<file path="config.mk">
export PLATFORM = sky130hd
export DESIGN_NAME = ic_instr_mem_responder
export DESIGN_NICKNAME = d
export VERILOG_FILES = /design/src/rtl/ic_instr_mem_responder.sv
export SDC_FILE = /design/constraint.sdc
export NUM_CORES = 1
export LEC_CHECK = 0
export CAP_MARGIN = 20
export CORE_MARGIN = 2
export CORE_UTILIZATION = 45
export DETAILED_ROUTE_END_ITERATION = 8
export HOLD_SLACK_MARGIN = 0.12
export PLACE_DENSITY_LB_ADDON = 0.3
export SYNTH_ARGS = -nofsm -noshare
export SYNTH_HDL_FRONTEND = slang
export SYNTH_SLANG_ARGS = --single-unit
export TNS_END_PERCENT = 1
</file>
<file path="constraint.sdc">
create_clock -name clk_i -period 2.9 [get_ports clk_i]
set_clock_uncertainty 0.2 [all_clocks]
set_input_delay 0.435 -clock clk_i [delete_from_list [all_inputs] [get_ports clk_i]]
set_output_delay 0.435 -clock clk_i [all_outputs]
set_load 0.05 [all_outputs]
</file>
<file path="src/rtl/ic_instr_mem_responder.sv">
// Instruction-fetch bus responder: grants word fetches, answers in order after a fixed
// latency with address-derived data, optional error window, random grant stalls.
module ic_instr_mem_responder #(
    parameter int unsigned MaxOutstanding = 4,
    parameter int unsigned RespLatency    = 1,
    parameter logic [31:0] DataXor        = 32'hA5A5_5A5A,
    parameter logic [31:0] ErrBase        = 32'h0000_8000,
    parameter logic [31:0] ErrSize        = 32'h0,
    parameter logic [15:0] LfsrSeed       = 16'hACE1
) (
    input  logic        clk_i,
    input  logic        rst_ni,
    input  logic        instr_req_i,
    input  logic [31:0] instr_addr_i,
    output logic        instr_gnt_o,
    output logic        instr_rvalid_o,
    output logic [31:0] instr_rdata_o,
    output logic        instr_err_o,
    input  logic        stall_en_i,
    output logic [3:0]  outstanding_o,
    output logic        protocol_err_o
);

    localparam int unsigned PtrW = (MaxOutstanding > 1) ? $clog2(MaxOutstanding) : 1;
    localparam logic [PtrW-1:0] LastIdx = PtrW'(MaxOutstanding - 1);
    localparam logic [3:0] Depth   = 4'(MaxOutstanding);
    localparam logic [3:0] CntInit = 4'(RespLatency - 1);
    localparam logic [32:0] WinEnd = {1'b0, ErrBase} + {1'b0, ErrSize};

    logic [MaxOutstanding-1:0] ent_valid;
    logic [MaxOutstanding-1:0] ent_err;
    logic [31:0]               ent_data [MaxOutstanding];
    logic [3:0]                ent_cnt  [MaxOutstanding];

    logic [PtrW-1:0] rd_ptr;
    logic [PtrW-1:0] wr_ptr;
    logic [3:0]      count;
    logic [15:0]     lfsr;
    logic            prev_pend;
    logic [31:0]     prev_addr;
    logic            proto_err;

    logic stall;
    logic full;
    logic push;
    logic pop;
    logic in_window;
    logic violation;
    logic lfsr_fb;

    // Handshake: a request transfers in a cycle where req and gnt are both high; while
    // req is high without gnt the initiator must hold req and addr stable. A response
    // transfers whenever rvalid is high; the initiator has no way to refuse it.
    assign pop            = ent_valid[rd_ptr] & (ent_cnt[rd_ptr] == 4'd0);
    assign instr_rvalid_o = pop;
    assign instr_rdata_o  = ent_data[rd_ptr];
    assign instr_err_o    = ent_err[rd_ptr];

    assign stall       = stall_en_i & lfsr[0] & lfsr[1];
    assign full        = (count == Depth);
    assign push        = instr_req_i & ~stall & ~(full & ~pop);
    assign instr_gnt_o = push;

    // 33-bit compare so a window touching the top of the address space does not wrap.
    assign in_window = (ErrSize != 32'h0) && (instr_addr_i >= ErrBase) &&
                       ({1'b0, instr_addr_i} < WinEnd);

    assign violation = (instr_req_i & (instr_addr_i[1:0] != 2'b00)) |
                       (prev_pend & (~instr_req_i | (instr_addr_i != prev_addr)));

    assign lfsr_fb = lfsr[0] ^ lfsr[2] ^ lfsr[3] ^ lfsr[5];

    assign outstanding_o  = count;
    assign protocol_err_o = proto_err;

    always_ff @(posedge clk_i or negedge rst_ni) begin
        if (!rst_ni) begin
            for (int i = 0; i < MaxOutstanding; i++) begin
                ent_data[i] <= 32'h0;
                ent_cnt[i]  <= 4'd0;
            end
            ent_valid <= '0;
            ent_err   <= '0;
            rd_ptr    <= '0;
            wr_ptr    <= '0;
            count     <= 4'd0;
            lfsr      <= LfsrSeed;
            prev_pend <= 1'b0;
            prev_addr <= 32'h0;
            proto_err <= 1'b0;
        end else begin
            for (int i = 0; i < MaxOutstanding; i++) begin
                if (ent_valid[i] && ent_cnt[i] != 4'd0) begin
                    ent_cnt[i] <= ent_cnt[i] - 4'd1;
                end
            end
            if (pop) begin
                ent_valid[rd_ptr] <= 1'b0;
                rd_ptr <= (rd_ptr == LastIdx) ? '0 : rd_ptr + 1'b1;
            end
            // Placed after the pop so a push into the slot freed this cycle wins.
            if (push) begin
                ent_valid[wr_ptr] <= 1'b1;
                ent_err[wr_ptr]   <= in_window;
                ent_data[wr_ptr]  <= in_window ? 32'h0 : (instr_addr_i ^ DataXor);
                ent_cnt[wr_ptr]   <= CntInit;
                wr_ptr <= (wr_ptr == LastIdx) ? '0 : wr_ptr + 1'b1;
            end
            if (push && !pop) begin
                count <= count + 4'd1;
            end else if (pop && !push) begin
                count <= count - 4'd1;
            end
            lfsr      <= {lfsr_fb, lfsr[15:1]};
            prev_pend <= instr_req_i & ~push;
            prev_addr <= instr_addr_i;
            if (violation) begin
                proto_err <= 1'b1;
            end
        end
    end

endmodule

</file>
==> results.sh, run 1 <==
export IMPL_crit_type="reg -> out"
export IMPL_grt_first_pass_wirelength_mm=33.2
export IMPL_via_per_inst=5.28
export IMPL_final_util=0.566
export IMPL_rows=52
export IMPL_cp_arrival_ps=2230
export IMPL_placed_area_mm2=0.0105
export IMPL_path_clk_slew_ps=60
export IMPL_finalHoldViolations=0
export IMPL_fin_nets=821
export IMPL_num_antenna_cells=0
export IMPL_die_h_um=147
export IMPL_dp_hpwl_mm=13.1
export IMPL_numCtsBuffers=23
export IMPL_clock_sinks=210
export IMPL_yosysWarnings=0
export IMPL_multi_input_area_mm2=0.00360
export IMPL_initial_core_util=0.456
export IMPL_synth_edf_count=0
export IMPL_ff2ff_path_depth=13
export IMPL_die_area_mm2=0.0216
export IMPL_ys_seq_elements=210
export IMPL_rsz0062_at_grt="yes"
export IMPL_portBuffers=75
export IMPL_netlist_instances=656
export IMPL_fill_cells=1599
export IMPL_cts_tree="done"
export IMPL_gr_usage_met1=0.261
export IMPL_grt_use_total=0.194
export IMPL_seq_area_mm2=0.00527
export IMPL_busiest_layer="met2"
export IMPL_relSlewSlack=0.594
export IMPL_met3_usage=0.0339
export IMPL_drive_gt1_frac=0.304
export IMPL_met2_usage=0.327
export IMPL_dr_pass1_iters=4
export IMPL_layout_common_cells="dfrtp_1, inv_1, buf_4"
export IMPL_path_max_fanout=2
export IMPL_clock_latency_ps=520
export IMPL_die_w_um=147
export IMPL_setup_viol=0
export IMPL_status="complete, no violations"
export IMPL_final_cell_area_mm2=0.0114
export IMPL_hold_depth=0
export IMPL_design_core_area_mm2=0.0202
export IMPL_power_density_mw_per_mm2=1330
export IMPL_grt_max_degree=70
export IMPL_clockRootBuffer="clkbuf_16"
export IMPL_h_tree_depth=1
export IMPL_fin_crit_ps=2870
export IMPL_worst_ep_required_time_ps=2270
export IMPL_wl_mm=20.3
export IMPL_layout_commonest_cell="dfrtp_1"
export IMPL_gp_congestion=0.787
export IMPL_io_pins=76
export IMPL_syn_num_nets=708
export IMPL_grt_pass1_vias=6221
export IMPL_end_kind="output port"
export IMPL_antenna_left=0
export IMPL_gr_total_overflow=0
export IMPL_syn_cell_area_mm2=0.00921
export IMPL_antenna_found_initial=0
export IMPL_drc=0
export IMPL_max_freq_ghz=0.349
export IMPL_synthDistinctLibCells=43
export IMPL_drt_initial_drc_count=283
export IMPL_vias=5578
export IMPL_leakagePower_uw=0.00540
export IMPL_async_flop_share=1.00
export IMPL_drv_slew=0
export IMPL_period_share=0.989
export IMPL_wl_per_cell_um=19.2
export IMPL_hold_path_class="reg -> reg"
export IMPL_vdd_drop_max_mv=1.04
export IMPL_maxCapViolations=0
export IMPL_cts_buffer_depth=3
export IMPL_ys_flop_type="dfrtp_1"
export IMPL_syn_to_final_growth_pct=23.9
export IMPL_seq_area_frac_synth=0.572
export IMPL_worstMarginPinSlew_ps=604
export IMPL_avgSynthCellArea_um2=14.0
export IMPL_start_kind="flop"
-- path summary, 6_finish.rpt --
kind | slack [ps] | startpoint | endpoint
max in group asynchronous | 1420 | rst_ni | lfsr[15]
min in group asynchronous | 280 | rst_ni | ent_data[59]
max | 30 | ent_cnt[4] | instr_gnt_o
min reg2reg | 150 | lfsr[12] | lfsr[11]
max reg2reg | 50 | ent_cnt[4] | outstanding_o[3]
min | 150 | lfsr[12] | lfsr[11]
-- sequential cells by signal, summed over array words and instances (netlist names) --
| signal | flops |
|---|---|
| protocol_err_o | 1 |
| wr_ptr | 2 |
| prev_pend | 1 |
| ent_valid | 4 |
| prev_addr | 32 |
| outstanding_o | 4 |
| ent_data | 128 |
| rd_ptr | 2 |
| ent_err | 4 |
| lfsr | 16 |
| ent_cnt | 16 |
-- per-layer routing --
layer	routed length [um]	up-vias
li1	-	2506
met1	8950	2913
met2	10100	123
met3	870	36
met4	368	0
met5	0	-
-- cell usage after synthesis, types with 3 or more instances --
library cell	number	area share
buf_4	3	0.0024
a31oi_1	5	0.0034
dfstp_2	8	0.023
nand4b_1	4	0.0038
mux2_4	28	0.046
nand3_1	6	0.0033
nand4_1	6	0.0041
o31ai_1	4	0.0033
mux2i_1	48	0.052
ha_1	15	0.020
clkbuf_1	6	0.0024
mux2_2	39	0.048
xnor2_1	31	0.029
nand3_4	3	0.0057
mux4_2	33	0.081
inv_1	70	0.029
nor4_1	6	0.0041
buf_2	6	0.0033
nor2_1	10	0.0041
buf_6	4	0.0049
buf_1	5	0.0020
o21ai_0	41	0.022
and2_1	11	0.0075
a21oi_1	5	0.0027
dfrtp_1	202	0.55
a21boi_0	3	0.0024
nand2_1	21	0.0086
xor2_1	15	0.014
-- cell families (layout without fill, tap and decap cells) --
group	after synthesis	after routing	share of synthesized area
AO/OA/AOI/OAI	66	66	0.0435
adder cells (fa/ha/maj)	16	16	0.0226
buffers and inverters	94	224	0.0436
AND/OR/NAND/NOR	76	76	0.0484
XOR/XNOR	46	46	0.0438
multiplexers	148	148	0.226
flip-flops	210	210	0.572
-- report_power, final --
| group | switching, uW | total [uW] | internal, uW |
|---|---|---|---|
| sequential | 677 | 4750 | 4080 |
| combinational | 4000 | 7110 | 3110 |
| clock | 1190 | 3340 | 2150 |
-- through the flow --
| stage | worst slack, ps | instances | TNS, ps | hold slack [ps] | power (uW) |
|---|---|---|---|---|---|
| after floorplan | -343 | 656 | -526 | -60.6 | 9800 |
| after global placement | 24.1 | 1008 | 0 | 139 | 11600 |
| after detailed placement | 2.84 | 1008 | 0 | 142 | 11900 |
| after CTS | 13.7 | 1055 | 0 | 153 | 15300 |
| after global routing | -36.0 | 1056 | -70.9 | 158 | 16000 |
| final | 32.5 | 1056 | 0 | 153 | 15200 |
-- critical path, stage by stage (launching register included) --
cell,delay (ps)
dfrtp_1,380
or4b_4,570
o221ai_4,190
a21bo_1,200
nand2_4,70
clkinvlp_4,90
buf_6,110
buf_12,120
-- cell type report --
| cell class | count | area share |
|---|---|---|
| flip-flops and latches | 210 | 0.462 |
| well taps | 270 | 0.0296 |
| repair buffers | 112 | 0.0921 |
| inverters | 70 | 0.0236 |
| multi-input cells | 352 | 0.315 |
| clock buffers | 32 | 0.0587 |
| clock inverters | 10 | 0.0191 |
-- repair_timing --
| item | CTS | global route |
|---|---|---|
| gates resized for setup | 0 | 5 |
| pin swaps | 4 | 4 |
| hold endpoints to repair | 66 | 0 |
| setup buffers | 4 | 1 |
| hold buffers | 1 | 0 |
| setup endpoints to repair | 2 | 2 |
Note: power is estimated with default switching activity, not from simulation.
==> inputs of run 2 (changes only) <==
- GPL_ROUTABILITY_DRIVEN: not set -> 0
==> results of run 2 <==
The final DEF is identical to that of run 1; final timing and power are the same.
==> inputs of run 3 (changes only) <==
- CAP_MARGIN: 20 -> not set
- GPL_TIMING_DRIVEN: not set -> 0
==> run 3 against run 2 <==
Compared with the run above:
- the run now ends with negative setup slack left
- global-route usage increased by 0.46 points
- clock-buffer cell count increased by 2
- register-to-register slack got worse by 160 ps
- critical endpoint is now outstanding_o[3]
- largest cell class unchanged
- highest routed layer unchanged
==> results.sh, run 3 (synthesis results as in run 1) <==
export IMPL_status="complete, but fails checks"
export IMPL_violations="negative setup slack"
export IMPL_vdd_drop_max_mv=0.747
export IMPL_cp_arrival_ps=3190
export IMPL_clockRootBuffer="clkbuf_16"
export IMPL_die_area_mm2=0.0216
export IMPL_post_place_cells=1002
export IMPL_die_h_um=147
export IMPL_io_pins=76
export IMPL_setup_viol=34
export IMPL_setup_slack_ps=-114
export IMPL_drive_gt1_frac=0.258
export IMPL_via_per_inst=5.29
export IMPL_worstPathCellList="buf_8, and2_4, a221o_1, a21bo_1, buf_8, nand2_8, clkinvlp_4, ha_4, inv_4, ha_4, a21o_1, a21oi_2, xnor2_1, nor2_1, xor2_1"
export IMPL_place_ws_ps=-702
export IMPL_clock_sinks=210
export IMPL_placed_area_mm2=0.0104
export IMPL_pwr_share_clk=0.183
export IMPL_combinationalPowerShare=0.484
export IMPL_stdcell_count=1057
export IMPL_reg_top3="ent_data: 128 flops, prev_addr: 32 flops"
export IMPL_antenna_left=0
export IMPL_worst_ep_required_time_ps=3080
export IMPL_end_kind="flop"
export IMPL_syn_to_final_growth_pct=21.6
export IMPL_maxCapViolations=0
export IMPL_wl_per_cell_um=19.7
export IMPL_fin_crit_ps=3010
export IMPL_critPathBufInv=4
export IMPL_die_w_um=147
export IMPL_vias=5595
export IMPL_wl_mm=20.9
export IMPL_p_int_uw=8530
export IMPL_clock_latency_ps=500
export IMPL_regMostFlops="ent_data"
export IMPL_grt_first_pass_wirelength_mm=33.5
export IMPL_rsz0062_at_grt="yes"
export IMPL_cts_tree="done"
export IMPL_numCtsBuffers=22
export IMPL_fill_cells=1680
export IMPL_finalHoldViolations=0
export IMPL_worstMarginPinSlew_ps=828
export IMPL_drt_initial_drc_count=327
export IMPL_power_density_mw_per_mm2=1280
export IMPL_cpPeakStageDelay_ps=420
export IMPL_path_max_fanout=7
export IMPL_grt_use_total=0.199
export IMPL_design_core_area_mm2=0.0202
export IMPL_final_util=0.555
export IMPL_largest_register_ffs=128
export IMPL_grt_pass1_vias=5982
export IMPL_num_antenna_cells=0
export IMPL_critPathSlowestCell="dfrtp_1"
export IMPL_drc=0
export IMPL_crit_type="reg -> reg"
export IMPL_portBuffers=75
export IMPL_leakagePower_uw=0.00531
export IMPL_period_share=1.04
export IMPL_start_kind="flop"
export IMPL_drv_slew=0
export IMPL_max_freq_ghz=0.332
export IMPL_grt_max_degree=111
export IMPL_fin_nets=827
export IMPL_rrSetupSlack_ps=-110
export IMPL_layout_common_cells="dfrtp_1, inv_1, mux2i_1"
export IMPL_power_uw=14300
export IMPL_relSlewSlack=0.448
export IMPL_final_cell_area_mm2=0.0112
export IMPL_path_clk_slew_ps=60
export IMPL_antenna_found_initial=0
export IMPL_gr_total_overflow=0
export IMPL_dr_pass1_iters=4
export IMPL_initial_core_util=0.456
export IMPL_layout_commonest_cell="dfrtp_1"
export IMPL_dp_hpwl_mm=13.9
export IMPL_cts_buffer_depth=3
export IMPL_p_sw_uw=5780
export IMPL_switching_share=0.404
export IMPL_hold_path_class="reg -> reg"
export IMPL_p_seq_frac=0.333
export IMPL_h_tree_depth=1
export IMPL_rows=52
export IMPL_cp_top_family="compound AO/OA/AOI/OAI gates"
==> run 3: layout make-up <==
cell class / count / area, um2 / share of cell area
timing repair buffer: 95 / 862 / 0.0770
tap: 270 / 338 / 0.0302
inverter: 70 / 269 / 0.0240
clock inverter: 2 / 10.0 / 0.000894
buffer: 24 / 188 / 0.0168
sequential: 210 / 5270 / 0.470
clock buffer: 34 / 647 / 0.0578
multi-input combinational: 352 / 3610 / 0.323
==> run 3: layer usage <==
metal,part of all wire,wire [um],GRT usage,vias to the layer above
li1,-,-,-,2519
met1,0.44,9180,0.275,2888
met2,0.49,10200,0.325,141
met3,0.045,937,0.0332,47
met4,0.027,571,0.0620,0
met5,0,0,0,-
==> run 3: power groups by stage <==
stage,clock [uW],sequential (uW),combinational [uW]
after global placement,0,4670,6870
after global routing,2790,4900,7410
final,2620,4760,6930
after floorplan,0,4670,5130
after detailed placement,0,4790,7070
after CTS,2670,4750,6860
==> run 3: timing repair <==
item | CTS | global route
hold buffers | 1 | 0
pin swaps | 2 | 8
setup endpoints to repair | 66 | 44
gates resized for setup | 67 | 27
endpoints found under the hold margin | 101 | 0
setup buffers | 3 | 15
==> run 3: final timing paths <==
path / start / endpoint / depth (start not counted)
setup / recovery: rd_ptr[0] / outstanding_o[3] / 15
hold / removal: lfsr[12] / lfsr[11] / 0
setup reg to reg: rd_ptr[0] / outstanding_o[3] / 15
hold reg to reg: lfsr[12] / lfsr[11] / 0
max in group asynchronous: rst_ni / ent_data[46] / 3
min in group asynchronous: rst_ni / ent_data[124] / 2
==> run 3: per-stage QoR <==
step	setup TNS, ps	hold WS [ps]
floorplan	-526	-60.6
global placement	-1469180	139
detailed placement	-47790	137
CTS	-3830	150
global route	-5350	159
finish	-1990	149
